`config.mk`:
```
export PLATFORM = sky130hd
export DESIGN_NAME = fir_decim_quant_flat
export DESIGN_NICKNAME = d
export VERILOG_FILES = /design/src/rtl/fir_dq_pkg.sv /design/src/rtl/fir_dq_if.sv /design/src/rtl/fir_dq_fifo.sv /design/src/rtl/fir_decim_quant.sv /design/src/flat_wrapper.sv
export SDC_FILE = /design/constraint.sdc
export NUM_CORES = 1
export LEC_CHECK = 0
export BUFFER_PORTS_ARGS = -buffer_cell sky130_fd_sc_hd__buf_2
export CORE_MARGIN = 2
export CORE_UTILIZATION = 55
export CTS_BUF_LIST = sky130_fd_sc_hd__clkbuf_8 sky130_fd_sc_hd__clkbuf_16
export CTS_CLUSTER_DIAMETER = 200
export DETAILED_ROUTE_END_ITERATION = 16
export MAX_ROUTING_LAYER = met4
export PLACE_DENSITY = 0.79
export RECOVER_POWER = 25
export SETUP_SLACK_MARGIN = 0.5
export SYNTH_ARGS = -nofsm -noshare
export SYNTH_HDL_FRONTEND = slang
export SYNTH_SLANG_ARGS = --single-unit
```
`constraint.sdc`:
```
create_clock -name clk -period 2.6 [get_ports clk]
set_input_delay 0.13 -clock clk [delete_from_list [all_inputs] [get_ports clk]]
set_output_delay 0.13 -clock clk [all_outputs]
set_load 0.02 [all_outputs]
```
`src/rtl/fir_dq_pkg.sv`:
```
// fir_dq_pkg: shared constants and sample type for the FIR decimate/quantise stage.
// Holds default widths, shift, saturation bounds and the signed output sample type.
package fir_dq_pkg;

  localparam int FDQ_IN_W  = 27;
  localparam int FDQ_OUT_W = 12;
  localparam int FDQ_SHIFT = 11;

  localparam int FDQ_SAT_MAX = (2 ** (FDQ_OUT_W - 1)) - 1;
  localparam int FDQ_SAT_MIN = -(2 ** (FDQ_OUT_W - 1));

  typedef logic signed [FDQ_OUT_W-1:0] fdq_sample_t;

endpackage

```
`src/rtl/fir_dq_if.sv`:
```
// fir_dq_if: valid/ready output stream of the quantiser (dout, dout_valid, dout_ready).
// master: drives dout/dout_valid, reads dout_ready; slave: the opposite.
interface fir_dq_if
  import fir_dq_pkg::*;
#(
  parameter int W = FDQ_OUT_W
);

  logic signed [W-1:0] dout;
  logic                dout_valid;
  logic                dout_ready;

  modport master (
    output dout,
    output dout_valid,
    input  dout_ready
  );

  modport slave (
    input  dout,
    input  dout_valid,
    output dout_ready
  );

endinterface

```
`src/rtl/fir_dq_fifo.sv`:
```
// fir_dq_fifo: synchronous FIFO, W bits wide, DEPTH (power of two) entries.
// Ports: push, pop (caller-qualified), din, dout (head), full, empty.
module fir_dq_fifo
  import fir_dq_pkg::*;
#(
  parameter int W     = FDQ_OUT_W,
  parameter int DEPTH = 4
) (
  input  logic         clk,
  input  logic         rst_n,
  input  logic         push,
  input  logic         pop,
  input  logic [W-1:0] din,
  output logic [W-1:0] dout,
  output logic         full,
  output logic         empty
);

  localparam int AW = $clog2(DEPTH);

  logic [AW:0]  wr_ptr;
  logic [AW:0]  rd_ptr;
  logic [W-1:0] mem [DEPTH];

  // Extra MSB tells a wrapped writer from an equal reader.
  assign empty = (wr_ptr == rd_ptr);
  assign full  = (wr_ptr[AW] != rd_ptr[AW]) &&
                 (wr_ptr[AW-1:0] == rd_ptr[AW-1:0]);
  assign dout  = mem[rd_ptr[AW-1:0]];

  always_ff @(posedge clk or negedge rst_n) begin
    if (!rst_n) begin
      wr_ptr <= '0;
      rd_ptr <= '0;
      for (int i = 0; i < DEPTH; i++) begin
        mem[i] <= '0;
      end
    end else begin
      if (push) begin
        mem[wr_ptr[AW-1:0]] <= din;
        wr_ptr <= wr_ptr + 1'b1;
      end
      if (pop) begin
        rd_ptr <= rd_ptr + 1'b1;
      end
    end
  end

endmodule

```
`src/rtl/fir_decim_quant.sv`:
```
// fir_decim_quant: decimate FIR output by DECIM, round/saturate to OUT_WIDTH, buffer in FIFO.
// Ports: clk, rst_n, din/din_valid in; sink (fir_dq_if.master) out; sat_flag, drop_err, sat_cnt.
// Build option: define FIR_DQ_SAT_CNT_EN to build the saturating sat_cnt counter (else tied 0).
module fir_decim_quant
  import fir_dq_pkg::*;
#(
  parameter int IN_WIDTH   = FDQ_IN_W,
  parameter int OUT_WIDTH  = FDQ_OUT_W,
  parameter int SHIFT      = FDQ_SHIFT,
  parameter int DECIM      = 2,
  parameter int FIFO_DEPTH = 4
) (
  input  logic                       clk,
  input  logic                       rst_n,
  input  logic signed [IN_WIDTH-1:0] din,
  input  logic                       din_valid,
  fir_dq_if.master                   sink,
  output logic                       sat_flag,
  output logic                       drop_err,
  output logic [15:0]                sat_cnt
);

  localparam int PW = (DECIM > 1) ? $clog2(DECIM) : 1;
  localparam int RW = IN_WIDTH + 1;

  localparam logic [PW-1:0] PH_LAST = PW'(DECIM - 1);
  localparam logic [RW-1:0] RND     = RW'(2 ** (SHIFT - 1));

  localparam logic signed [RW-1:0] SMAX =
    RW'((2 ** (OUT_WIDTH - 1)) - 1);
  localparam logic signed [RW-1:0] SMIN = ~SMAX;

  logic [PW-1:0]        phase;
  logic                 keep;
  logic [RW-1:0]        sum;
  logic signed [RW-1:0] r;
  logic [OUT_WIDTH-1:0] q;
  logic                 sat;

  logic                 s1_valid;
  logic [OUT_WIDTH-1:0] s1_data;
  logic                 s1_sat;

  logic                 full;
  logic                 empty;
  logic                 pop;
  logic                 accept;
  logic                 drop;
  logic [OUT_WIDTH-1:0] fifo_dout;

  assign keep = din_valid && (phase == '0);

  always_ff @(posedge clk or negedge rst_n) begin
    if (!rst_n) begin
      phase <= '0;
    end else if (din_valid) begin
      phase <= (phase == PH_LAST) ? '0 : phase + 1'b1;
    end
  end

  // One guard bit above din keeps the rounding add from wrapping.
  assign sum = {din[IN_WIDTH-1], din} + RND;
  assign r   = $signed(sum) >>> SHIFT;

  always_comb begin
    sat = 1'b1;
    q   = SMAX[OUT_WIDTH-1:0];
    unique case (1'b1)
      (r > SMAX): begin
        q = SMAX[OUT_WIDTH-1:0];
      end
      (r < SMIN): begin
        q = SMIN[OUT_WIDTH-1:0];
      end
      default: begin
        sat = 1'b0;
        q   = r[OUT_WIDTH-1:0];
      end
    endcase
  end

  always_ff @(posedge clk or negedge rst_n) begin
    if (!rst_n) begin
      s1_valid <= 1'b0;
      s1_data  <= '0;
      s1_sat   <= 1'b0;
    end else begin
      s1_valid <= keep;
      if (keep) begin
        s1_data <= q;
        s1_sat  <= sat;
      end
    end
  end

  // A pop in the same cycle frees the slot a full FIFO needs.
  assign pop    = sink.dout_ready & ~empty;
  assign accept = s1_valid & (~full | pop);
  assign drop   = s1_valid & full & ~pop;

  assign sat_flag = accept & s1_sat;

  always_ff @(posedge clk or negedge rst_n) begin
    if (!rst_n) begin
      drop_err <= 1'b0;
    end else if (drop) begin
      drop_err <= 1'b1;
    end
  end

  fir_dq_fifo #(
    .W     (OUT_WIDTH),
    .DEPTH (FIFO_DEPTH)
  ) u_fifo (
    .clk   (clk),
    .rst_n (rst_n),
    .push  (accept),
    .pop   (pop),
    .din   (s1_data),
    .dout  (fifo_dout),
    .full  (full),
    .empty (empty)
  );

  assign sink.dout       = fifo_dout;
  assign sink.dout_valid = ~empty;

`ifdef FIR_DQ_SAT_CNT_EN
  always_ff @(posedge clk or negedge rst_n) begin
    if (!rst_n) begin
      sat_cnt <= '0;
    end else if (sat_flag && (sat_cnt != 16'hFFFF)) begin
      sat_cnt <= sat_cnt + 16'd1;
    end
  end
`else
  assign sat_cnt = 16'h0000;
`endif

endmodule

```
`src/flat_wrapper.sv`:
```
// flat-port wrapper written by rule: the top's interface ports become plain ports
module fir_decim_quant_flat import fir_dq_pkg::*;
#(
  parameter int IN_WIDTH   = FDQ_IN_W,
  parameter int OUT_WIDTH  = FDQ_OUT_W,
  parameter int SHIFT      = FDQ_SHIFT,
  parameter int DECIM      = 2,
  parameter int FIFO_DEPTH = 4
)
  (clk, rst_n, din, din_valid, sat_flag, drop_err, sat_cnt, sink_dout, sink_dout_valid, sink_dout_ready);
  fir_dq_if #(.W(12)) sink_i ();
  input  logic clk;
  input  logic rst_n;
  input  logic signed [IN_WIDTH-1:0] din;
  input  logic din_valid;
  output logic sat_flag;
  output logic drop_err;
  output logic [15:0] sat_cnt;
  output wire logic [$bits(sink_i.dout)-1:0] sink_dout;
  output wire logic [$bits(sink_i.dout_valid)-1:0] sink_dout_valid;
  input wire logic [$bits(sink_i.dout_ready)-1:0] sink_dout_ready;
  assign sink_dout = sink_i.dout;
  assign sink_dout_valid = sink_i.dout_valid;
  assign sink_i.dout_ready = sink_dout_ready;
  fir_decim_quant #(.IN_WIDTH(IN_WIDTH), .OUT_WIDTH(OUT_WIDTH), .SHIFT(SHIFT), .DECIM(DECIM), .FIFO_DEPTH(FIFO_DEPTH)) u_core (.clk(clk), .rst_n(rst_n), .din(din), .din_valid(din_valid), .sink(sink_i), .sat_flag(sat_flag), .drop_err(drop_err), .sat_cnt(sat_cnt));
endmodule
```
==> results.md, run 1 <==
- Outcome: complete, but fails checks
- Failing checks: capacitance limit, slew limit
- Avg Vias per Cell: 5.50
- Peak Freq: 507 MHz
- Area Growth Syn to Fin: 13.2%
- CTS Buf Count: 9
- Port bufs: 35
- Final #Nets: approximately 360
- Final Max Slew Viols: 71
- Overflow after GRT: 0
- Peak supply drop: 0.674 mV
- Core area: 0.00635 mm²
- Register area share after synthesis: 48.6%
- Final TNS setup: 0 ps
- CP Capture Type: flop
- Post-Place Cell Area: 0.00383 mm²
- Ports: 62
- Worst setup SP type: flop
- Hold Violations, Final: 0
- Worst Path Required: roughly 2800 ps
- Reg2Reg Setup Slack: 630 ps
- Synth Warn #: 0
- Clk root buf: clkbuf_8
- Simple-Gate Fraction of Synth Area: under 10%
- Number of DRC markers in iteration 0: between 90 and 100
- Total Power: 5.05 mW
- Critical path arrival: roughly 2200 ps
- H-tree depth: 3
- Ant diodes: 0
- Cell count after synthesis: 278
- Synth Area in Adders: 2.08%
- Max-cap viol count: 1
- LEAKAGE: between 1.5 and 2 nW
- Worst-Margin Slew: ~1700 ps
- DR WL/cell: between 15 and 20 µm
- First-pass GRT wire length: 11200 µm
- Post-Route WL: between 6000 and 7000 µm
- # setup viols final: 0
- Final period util: about three quarters
- XOR/XNOR Fraction of Synth Area: 4.86%
- Period minus WS final: 1970 ps
- Bufs on Longest Clock Path: 2
- Total die area: 0.00721 mm²
- GR Util All Layers: 20.7%
- RSZ-0062 raised after global routing: no
- Layout cells sized above 1: 40.2%
- Largest net degree at the start of global routing: 71
- Num rows: 29
- Pre-CTS WS: 429 ps
- Clock sinks: 70
- Final instance area: 0.00408 mm²
- # fillers: 477
- Post-route ant nets: 0
- Post-Syn Area per Cell: approximately 13 µm²
- Critical R2R Capture: u_core.u_fifo.mem[41]
- Final worst slack: 628 ps
- Mapped Area: about 0.0036 mm²
- Worst min-delay path class: in -> reg
- Initial antenna violation count: 0
- Mux contribution to synthesized area: 23.7%
- Pwr dens: 1240 mW/mm²
- Initial Util: 56.7%
- Critical path peak fanout: 10
- Layout Skew: 10.3 ps
- HPWL after DPL: 4620 µm
- R2r worst-path depth: 7
- Largest family of logic cells by synthesized area: multiplexers
- Worst Setup SP: u_core.u_fifo.wr_ptr[0]
- RR Startpoint: u_core.u_fifo.wr_ptr[0]
- Drt pass-1 iters: 4
- CTS tree: yes
- Yosys cell types: 41
- Kind of critical path: reg -> reg
- Vias in the first global route: between 2000 and 2500
- Slew headroom: -10.3%
- Worst Setup EP: u_core.u_fifo.mem[41]
- Die width: 84.9 µm
- Post-route DRC: 0
- FF+latch count, synth: 70
- Worst-skew pair later-pin latency: 340 ps
- Worst-path clk slew: around 70 ps
- Die height: 84.9 µm
- Setup bufs post-CTS: 0
- Synth Area in Compound Gates: 5.52%
- DR vias: 2215
- GP Congestion: approximately 0.82
cells by family after synthesis:
family | after synthesis
AOI/OAI and AO/OA | 32
and+or+nand+nor | 54
DFF | 70
adders and majority gates | 6
other | 1
muxes | 64
buffers and inverters | 31
xor gates and xnor gates | 20
cell usage after synthesis:
cell	number	share of area, %
nor4_2	1	0.35
nor2b_1	2	0.35
xor2_1	4	0.97
nor3_2	1	0.28
o41ai_4	1	0.76
buf_2	7	0.97
clkbuf_1	2	0.21
inv_1	5	0.52
mux2_2	50	16
xnor2_1	16	3.9
a21o_1	1	0.21
o21ai_1	10	1.4
and4_1	1	0.24
or2_2	1	0.17
nor4_1	2	0.35
o31ai_1	1	0.21
nor3b_1	1	0.21
and2_1	1	0.17
ha_1	6	2.1
nor3_1	2	0.28
nand3_1	5	0.69
mux2i_1	2	0.56
dlymetal6s2s_1	1	0.35
nand2_1	17	1.8
and4_2	1	0.28
mux4_2	12	7.5
o31ai_2	1	0.35
nand2b_1	1	0.17
o21ai_0	6	0.83
nor4_4	1	0.59
conb_1	1	0.10
nor2_1	8	0.83
nand3_2	1	0.28
a21oi_1	11	1.5
or3_1	2	0.35
nand4_4	2	1.2
nand4_1	3	0.52
buf_4	16	3.3
dfrtp_1	70	49
nor4b_4	1	0.66
o2111ai_1	1	0.24
worst max-delay path, stage by stage, from the launching register on:
cell	delay, ps
dfrtp_1	420
xnor2_1	220
nand2_1	90
nor3_2	240
nor2b_2	130
nand2_1	170
buf_4	230
mux2_2	350
metal layers:
metal  vias to the layer above  wire, µm  track usage, %  share of wire (%)
met4                         0       103            7.50                1.6
met1                      1098      3030            26.7                 46
met2                        53      3220            32.2                 49
met3                        10       258            4.86                3.9
li1                       1054         -               -                  -
met5                         -         0               -                  0
final cells by class:
cell class	count	area, µm²	share of cell area (%)
Clock buffer	10	138	3.38
Clock inverter	5	98.8	2.42
Inverter	5	18.8	0.460
Multi-Input combinational cell	192	1720	42.2
Sequential cell	70	1750	43.0
Tap cell	77	96.3	2.36
Timing Repair Buffer	44	254	6.23
stage by stage:
step,hold WS (ps),cells,utilization [%]
CTS,8.01,403,64.2
floorplan,-166,293,-
detailed placement,340,387,60.3
finish,99.6,403,64.2
global route,120,403,64.2
global placement,330,387,60.3
where the power goes:
| group | internal [mW] | total [mW] | leakage [nW] | switching (mW) |
|---|---|---|---|---|
| clock network | 0.653 | 1.04 | 0.124 | 0.388 |
| logic | 1.03 | 2.01 | 0.855 | 0.980 |
| registers | 1.62 | 2.00 | 0.853 | 0.375 |
state kept, by name (all words and copies together) (netlist names):
register	flops
u_core.phase	1
u_core.drop_err	1
u_core.s1_data	12
u_core.s1_valid	1
u_core.u_fifo.mem	48
u_core.u_fifo.wr_ptr	3
u_core.u_fifo.rd_ptr	3
u_core.s1_sat	1
placed cells by master, fill, tap and decap left out, types with 3 or more instances in the layout:
master,count
ha_1,6
dfrtp_1,70
bufinv_16,3
buf_4,6
mux2_2,50
nor2_1,8
nand3_1,5
clkbuf_8,10
mux4_2,12
xor2_1,4
nand4_1,3
nand2_1,17
a21oi_1,11
o21ai_0,6
conb_1,16
o21ai_1,10
inv_1,6
buf_2,34
xnor2_1,16
worst min path at each step:
stage                          startpoint                       to  slack [ps]  cells after the start
after floorplan                     rst_n          u_core.drop_err        -170                      0
after global placement          din_valid             u_core.phase         330                      2
after detailed placement        din_valid             u_core.phase         340                      2
after CTS                           rst_n          u_core.drop_err           8                      2
after global routing      sink_dout_ready  u_core.u_fifo.rd_ptr[2]         120                      3
final                     sink_dout_ready  u_core.u_fifo.rd_ptr[2]         100                      3
what timing repair did:
item	4_1_cts	5_1_grt
endpoints found under the setup margin	9	20
gates resized for setup	1	1
hold buffers	1	0
endpoints found under the hold margin	1	0
Note: power is estimated with default switching activity, not from simulation.
==> inputs of run 2 (changes only) <==
--- a/config.mk
+++ b/config.mk
@@ -7,12 +7,12 @@
 export LEC_CHECK = 0
 export BUFFER_PORTS_ARGS = -buffer_cell sky130_fd_sc_hd__buf_2
 export CORE_MARGIN = 2
-export CORE_UTILIZATION = 55
+export CORE_UTILIZATION = 51
 export CTS_BUF_LIST = sky130_fd_sc_hd__clkbuf_8 sky130_fd_sc_hd__clkbuf_16
 export CTS_CLUSTER_DIAMETER = 200
 export DETAILED_ROUTE_END_ITERATION = 16
 export MAX_ROUTING_LAYER = met4
-export PLACE_DENSITY = 0.79
+export PLACE_DENSITY = 0.77
 export RECOVER_POWER = 25
 export SETUP_SLACK_MARGIN = 0.5
 export SYNTH_ARGS = -nofsm -noshare
==> constraint.sdc (replaced) <==
create_clock -name clk -period 1.65 [get_ports clk]
set_input_delay 0.0825 -clock clk [delete_from_list [all_inputs] [get_ports clk]]
set_output_delay 0.0825 -clock clk [all_outputs]
set_load 0.02 [all_outputs]
==> run 2 against run 1 <==
  * The flow finishes with violations (setup timing)
  * Count of clock-buffer cells in the layout is 2 higher
  * Hold slack got worse by 20 ps
  * Critical path depth increased by 1
  * Final area grew 29%
  * Worst setup slack worse by 860 ps
  * Non-clock buffer count rose by 53
  * Register-to-register slack lost 860 ps
  * First-iteration DRC count is 40% higher
  * Maximum frequency increased by 4.9%
  * Combinational power grew to 2.6 times the previous value
==> results.md, run 2 (synthesized netlist as in run 1, its figures left out) <==
- Port bufs: 35 (unchanged)
- Peak supply drop: 0.817 mV (+21%)
- Most frequent cells in the layout: dfrtp_1, mux2_4, buf_6, buf_4, conb_1
- Outcome: complete, but fails checks
- Final Max Slew Viols: 0 (-100%)
- Bufs on Longest Clock Path: 2 (unchanged)
- Max reg flops: 48 (unchanged)
- CTS tree: yes
- RSZ-0062 raised after global routing: yes
- Peak Freq: 532 MHz (+4.9%)
- Period minus WS final: 1880 ps (-92.8 ps)
- Die width: 88.0 µm (+3.7%)
- Final TNS setup: -12230 ps (-12230 ps)
- Layout cells sized above 1: 58.6% (+18 points)
- Drt pass-1 iters: 4 (unchanged)
- Placed cells: 435 (+12%)
- Ant diodes: 0 (unchanged)
- Internal power: 6.27 mW (+90%)
- Layout Skew: 13.3 ps (+2.92 ps)
- CP Capture Type: flop
- LEAKAGE: 2.47 nW (+35%)
- Final period util: 114% (+38 points)
- Worst setup SP type: flop
- Critical path arrival: 2100 ps (-90 ps)
- Initial antenna violation count: 0 (unchanged)
- Post-route DRC: 0 (unchanged)
- CTS Buf Count: 9 (unchanged)
- Switch Pwr: 3.56 mW (+100%)
- Final worst slack: -229 ps (-857 ps)
- Clock sinks: 70 (unchanged)
- Post-Route WL: 8880 µm (+34%)
- Seq pwr share: 33.4% (-6.2 points)
- Footprint of the multi-input gates: 0.00220 mm² (+28%)
- Ports: 62 (unchanged)
- # setup viols final: 64 (+64)
- Slew headroom: 20.5% (+31 points)
- Total die area: 0.00775 mm² (+7.5%)
- Commonest non-fill, non-tap cell in the layout: dfrtp_1
- Worst-Margin Slew: 1190 ps (-463 ps)
- Num rows: 30 (+3.4%)
- DR vias: 2601 (+17%)
- Finished Layout Cells: 475 (+18%)
- H-tree depth: 3 (unchanged)
- Post-Place Cell Area: 0.00424 mm² (+11%)
- Worst-path clk slew: 80 ps (about the same)
- Number of DRC markers in iteration 0: 132 (+40%)
- Sw frac: 36.2% (+1.7 points)
- Post-route ant nets: 0 (unchanged)
- # fillers: 400 (-16%)
- Final instance area: 0.00527 mm² (+29%)
- Worst min-delay path class: in -> reg
- Max-cap viol count: 0 (-1)
- Vias in the first global route: 2576 (+13%)
- Worst Path Required: 1870 ps (-950 ps)
- Top flop regs: u_core.u_fifo.mem: 48 flops, u_core.s1_data: 12 flops
- Kind of critical path: reg -> reg
- GR Util All Layers: 24.8% (+4.1 points)
- Overflow after GRT: 0 (unchanged)
- Critical path peak fanout: 7 (-3)
- Core area: 0.00683 mm² (+7.6%)
- Hold Violations, Final: 0 (unchanged)
- GP Congestion: 0.805 (-1.8%)
- Largest net degree at the start of global routing: 49 (-31%)
- Avg Vias per Cell: 5.48 (-0.37%)
- Pre-CTS WS: -319 ps (-747 ps)
- Area Growth Syn to Fin: 46.3%
- First-pass GRT wire length: 13700 µm (+22%)
- Clk root buf: clkbuf_8
- Initial Util: 52.7% (-4.0 points)
- Largest Register: u_core.u_fifo.mem
- Logic pwr share: 53.8% (+14 points)
- Die height: 88.0 µm (+3.7%)
- Final #Nets: 413 (+15%)
- HPWL after DPL: 5150 µm (+12%)
- DR WL/cell: 18.7 µm (+14%)
- Register area: 0.00175 mm² (unchanged)
- Clk network pwr share: 12.8% (-7.8 points)
- Failing checks: setup timing
- Worst-skew pair later-pin latency: 340 ps (about the same)
- Pwr dens: 1860 mW/mm² (+51%)
[run 2: final cells by class]
type,instances,area share (%)
Multi-Input combinational cell,193,41.8
Sequential cell,70,33.2
Timing Repair Buffer,97,19.1
Clock buffer,12,3.13
Tap cell,96,2.28
Inverter,5,0.356
Clock inverter,2,0.166
[run 2: per-stage QoR]
stage / total power [mW] / hold WS (ps) / util, %
finish: 9.83 / 79.5 / 77.2
detailed placement: 6.72 / 75.1 / 62.0
global placement: 6.55 / 75.1 / 62.0
global route: 10.3 / 72.9 / 77.2
CTS: 8.86 / 58.0 / 72.2
floorplan: 5.64 / -213 / -
[run 2: layer usage]
metal / track usage, % / share of wire [%] / vias to the layer above
met2: 39.1 / 51 / 76
met5: - / 0 / -
met3: 4.05 / 3.8 / 14
met1: 32.9 / 44 / 1348
met4: 8.54 / 1.5 / 0
li1: - / - / 1163
[run 2: worst max-delay path, cell delays in order, from the launching register on]
cell	delay, ps
dfrtp_1	430
xnor2_2	220
nand2_2	100
nor3_4	220
nor2b_4	80
buf_12	150
buf_8	140
nand2_8	100
mux2_4	310
[run 2: worst paths after layout]
kind | start | to | slack [ps] | cells past startpoint
max reg2reg | u_core.u_fifo.wr_ptr[1] | u_core.u_fifo.mem[5] | -230 | 8
min reg2reg | u_core.phase | u_core.phase | 460 | 1
max in group asynchronous | rst_n | u_core.s1_data[0] | 280 | 3
min | sink_dout_ready | u_core.u_fifo.rd_ptr[2] | 80 | 3
max | u_core.u_fifo.wr_ptr[1] | u_core.u_fifo.mem[5] | -230 | 8
min in group asynchronous | rst_n | u_core.u_fifo.mem[32] | 280 | 3
[run 2: what timing repair did]
item / in CTS / in global routing
setup endpoints to repair: 79 / 82
endpoints found under the hold margin: 71 / 0
hold buffers: 2 / 0
pin swaps: 19 / 23
setup buffers: 11 / 9
resized for setup: 80 / 67
gates cloned: 3 / 1
[run 2: power by group through the flow]
stage | registers, mW | logic, mW | clock network (mW)
floorplan | 2.98 | 2.66 | 0
global placement | 3.11 | 3.44 | 0
global route | 3.35 | 5.59 | 1.35
detailed placement | 3.18 | 3.54 | 0
finish | 3.28 | 5.29 | 1.26
CTS | 3.21 | 4.40 | 1.25
==> inputs of run 3 (changes only) <==
--- a/config.mk
+++ b/config.mk
@@ -11,6 +11,7 @@
 export CTS_BUF_LIST = sky130_fd_sc_hd__clkbuf_8 sky130_fd_sc_hd__clkbuf_16
 export CTS_CLUSTER_DIAMETER = 200
 export DETAILED_ROUTE_END_ITERATION = 16
+export GPL_TIMING_DRIVEN = 0
 export MAX_ROUTING_LAYER = met4
 export PLACE_DENSITY = 0.77
 export RECOVER_POWER = 25
==> run 3 against run 2 <==
  * Critical endpoint is now u_core.u_fifo.mem[40]
  * Wire length up 4.4%
  * Via count up 0.54%
  * Global-route usage down 0.55 points
  * The flow still finishes with violations (setup timing)
==> results.md, run 3 (synthesized netlist as in run 1, its figures left out) <==
- Outcome: complete, but fails checks
- Failing checks: setup timing
- H-tree depth: 3 (unchanged)
- Worst Path Required: 1880 ps (about the same)
- Final #Nets: 419 (+1.5%)
- Top flop regs: u_core.u_fifo.mem: 48 flops, u_core.s1_data: 12 flops
- CP Capture Type: flop
- WL met1: 3850 µm (-0.57%)
- Critical path arrival: 2220 ps (+120 ps)
- Ant diodes: 0 (unchanged)
- RSZ-0062 raised after global routing: yes
- Switch Pwr: 3.48 mW (-2.1%)
- Area Growth Syn to Fin: 46.5% (about the same)
- RR Startpoint: u_core.u_fifo.rd_ptr[0]
- Total die area: 0.00775 mm² (unchanged)
- Kind of critical path: reg -> reg
- Peak supply drop: 0.786 mV (-3.9%)
- Die height: 88.0 µm (unchanged)
- Initial Util: 52.7% (unchanged)
- Clock sinks: 70 (unchanged)
- Post-Place Cell Area: 0.00410 mm² (-3.2%)
- Hold path start: sink_dout_ready
- CTS Buf Count: 9 (unchanged)
- Worst setup SP type: flop
- Logic pwr share: 50.3% (-3.5 points)
- Worst Setup SP: u_core.u_fifo.rd_ptr[0]
- Core area: 0.00683 mm² (unchanged)
- Post-route DRC: 0 (unchanged)
- Pwr dens: 1840 mW/mm² (-1.2%)
- LEAKAGE: 2.54 nW (+2.7%)
- Port bufs: 35 (unchanged)
- Sw frac: 35.9% (-0.37 points)
- Vias in the first global route: 2599 (+0.89%)
- Top Layer Used: met4
- Clk root buf: clkbuf_8
- Final Max Slew Viols: 0 (unchanged)
- Critical path peak fanout: 7 (unchanged)
- Worst-Margin Slew: 958 ps (-234 ps)
- Commonest non-fill, non-tap cell in the layout: dfrtp_1
- HPWL after DPL: 4720 µm (-8.4%)
- Ports: 62 (unchanged)
- Slew headroom: 36.1% (+16 points)
- Die width: 88.0 µm (unchanged)
- First-pass GRT wire length: 13600 µm (-1.1%)
- Largest Register: u_core.u_fifo.mem
- Layout cells sized above 1: 58.7% (+0.081 points)
- Post-Route WL: 9280 µm (+4.4%)
- Overflow after GRT: 0 (unchanged)
- Post-route ant nets: 0 (unchanged)
- WHS: 63.4 ps (-16.1 ps)
- Met3 routed WL: 271 µm (-21%)
- Most frequent cells in the layout: dfrtp_1, buf_4, mux2_4, buf_2, buf_6
- WL met2: 5010 µm (+11%)
- Number of DRC markers in iteration 0: 149 (+13%)
- Clk network pwr share: 15.7% (+2.9 points)
- Bufs on Longest Clock Path: 2 (unchanged)
- CTS tree: yes
- Final period util: 121% (+6.9 points)
- GR Util All Layers: 24.2% (-0.55 points)
- Layout Skew: 10.6 ps (-2.67 ps)
- DR vias: 2615 (+0.54%)
- Worst min-delay path class: in -> reg
- GP Congestion: 0.738 (-8.4%)
- Hold Violations, Final: 0 (unchanged)
- Worst-path clk slew: 80 ps (about the same)
- Internal power: 6.23 mW (-0.54%)
- Final instance area: 0.00528 mm² (about the same)
- Largest net degree at the start of global routing: 71 (+45%)
- Final worst slack: -343 ps (-114 ps)
- Period minus WS final: 1990 ps (+114 ps)
- Initial antenna violation count: 0 (unchanged)
- Drt pass-1 iters: 5 (+1)
- Num rows: 30 (unchanged)
- Seq pwr share: 34.0% (+0.6 points)
- Avg Vias per Cell: 5.41 (-1.1%)
- Max reg flops: 48 (unchanged)
- DR WL/cell: 19.2 µm (+2.7%)
- Max-cap viol count: 0 (unchanged)
- Peak Freq: 502 MHz (-5.7%)
- # setup viols final: 62 (-3.1%)
- # fillers: 383 (-4.3%)
- Worst-skew pair later-pin latency: 350 ps (about the same)
==> run 3: changes by cell type in the layout (fill, tap and decap cells not counted), sizes merged <==
| cell | previous run | this run |
|---|---|---|
| buf | 92 | 93 |
| bufinv | 0 | 1 |
| clkbuf | 15 | 20 |
| clkinv | 1 | 0 |
| clkinvlp | 0 | 1 |
| dlymetal6s2s | 0 | 2 |
| nand2 | 18 | 17 |
==> run 3: path summary, 6_finish.rpt <==
path                                      endpoint  slack (ps)  cells after the start
setup / recovery             u_core.u_fifo.mem[40]        -340                     10
hold / removal             u_core.u_fifo.rd_ptr[2]          60                      3
setup reg to reg             u_core.u_fifo.mem[40]        -340                     10
hold reg to reg                    u_core.drop_err         490                      1
max in group asynchronous  u_core.u_fifo.wr_ptr[1]         550                      2
min in group asynchronous    u_core.u_fifo.mem[19]         430                      2
==> run 3: cell type report <==
| class | instances | area [µm²] | share of cell area, % |
|---|---|---|---|
| buffer | 26 | 245 | 4.65 |
| clock buffer | 13 | 179 | 3.39 |
| clock inverter | 3 | 41.3 | 0.783 |
| inverter | 5 | 18.8 | 0.356 |
| multi-input combinational | 192 | 2160 | 41.0 |
| sequential | 70 | 1760 | 33.3 |
| tap | 96 | 120 | 2.28 |
| timing repair buffer | 78 | 752 | 14.3 |
==> run 3: worst max-delay path, stage by stage (launching register included) <==
cell	delay, ps
dfrtp_1	410
buf_6	140
xnor2_4	140
nand2_2	90
nor3_4	210
nor2b_1	90
buf_6	170
nand2_8	80
buf_12	110
buf_8	120
mux2_4	310
==> run 3: through the flow <==
step | utilization [%] | setup slack [ps] | instances | power [mW] | setup TNS [ps]
global placement | 59.9 | -307 | 424 | 6.41 | -14640
CTS | 73.8 | -294 | 472 | 9.05 | -14540
floorplan | - | -117 | 293 | 5.64 | -4320
detailed placement | 60.0 | -322 | 424 | 6.56 | -16080
global route | 77.2 | -430 | 483 | 10.2 | -22970
finish | 77.2 | -343 | 483 | 9.72 | -17680
==> run 3: power groups by stage <==
stage          clock network, mW  logic [mW]  registers, mW
5_1_grt                     1.62        5.17           3.39
3_3_place_gp                   0        3.27           3.14
6_report                    1.53        4.89           3.30
4_1_cts                     1.51        4.33           3.21
3_5_place_dp                   0        3.36           3.20
2_1_floorplan                  0        2.66           2.98
==> run 3: what timing repair did <==
item,4_1_cts,5_1_grt
gates cloned,3,2
gates resized for setup,100,27
endpoints found under the setup margin,82,89
pin swaps,31,9
buffers inserted,27,9
endpoints found under the hold margin,71,0
hold buffers,2,0
==> run 3: routing by layer <==
layer	up-vias	track usage [%]
met3	11	4.34
met2	60	40.8
met4	0	7.16
met5	-	-
met1	1359	30.1
li1	1185	-
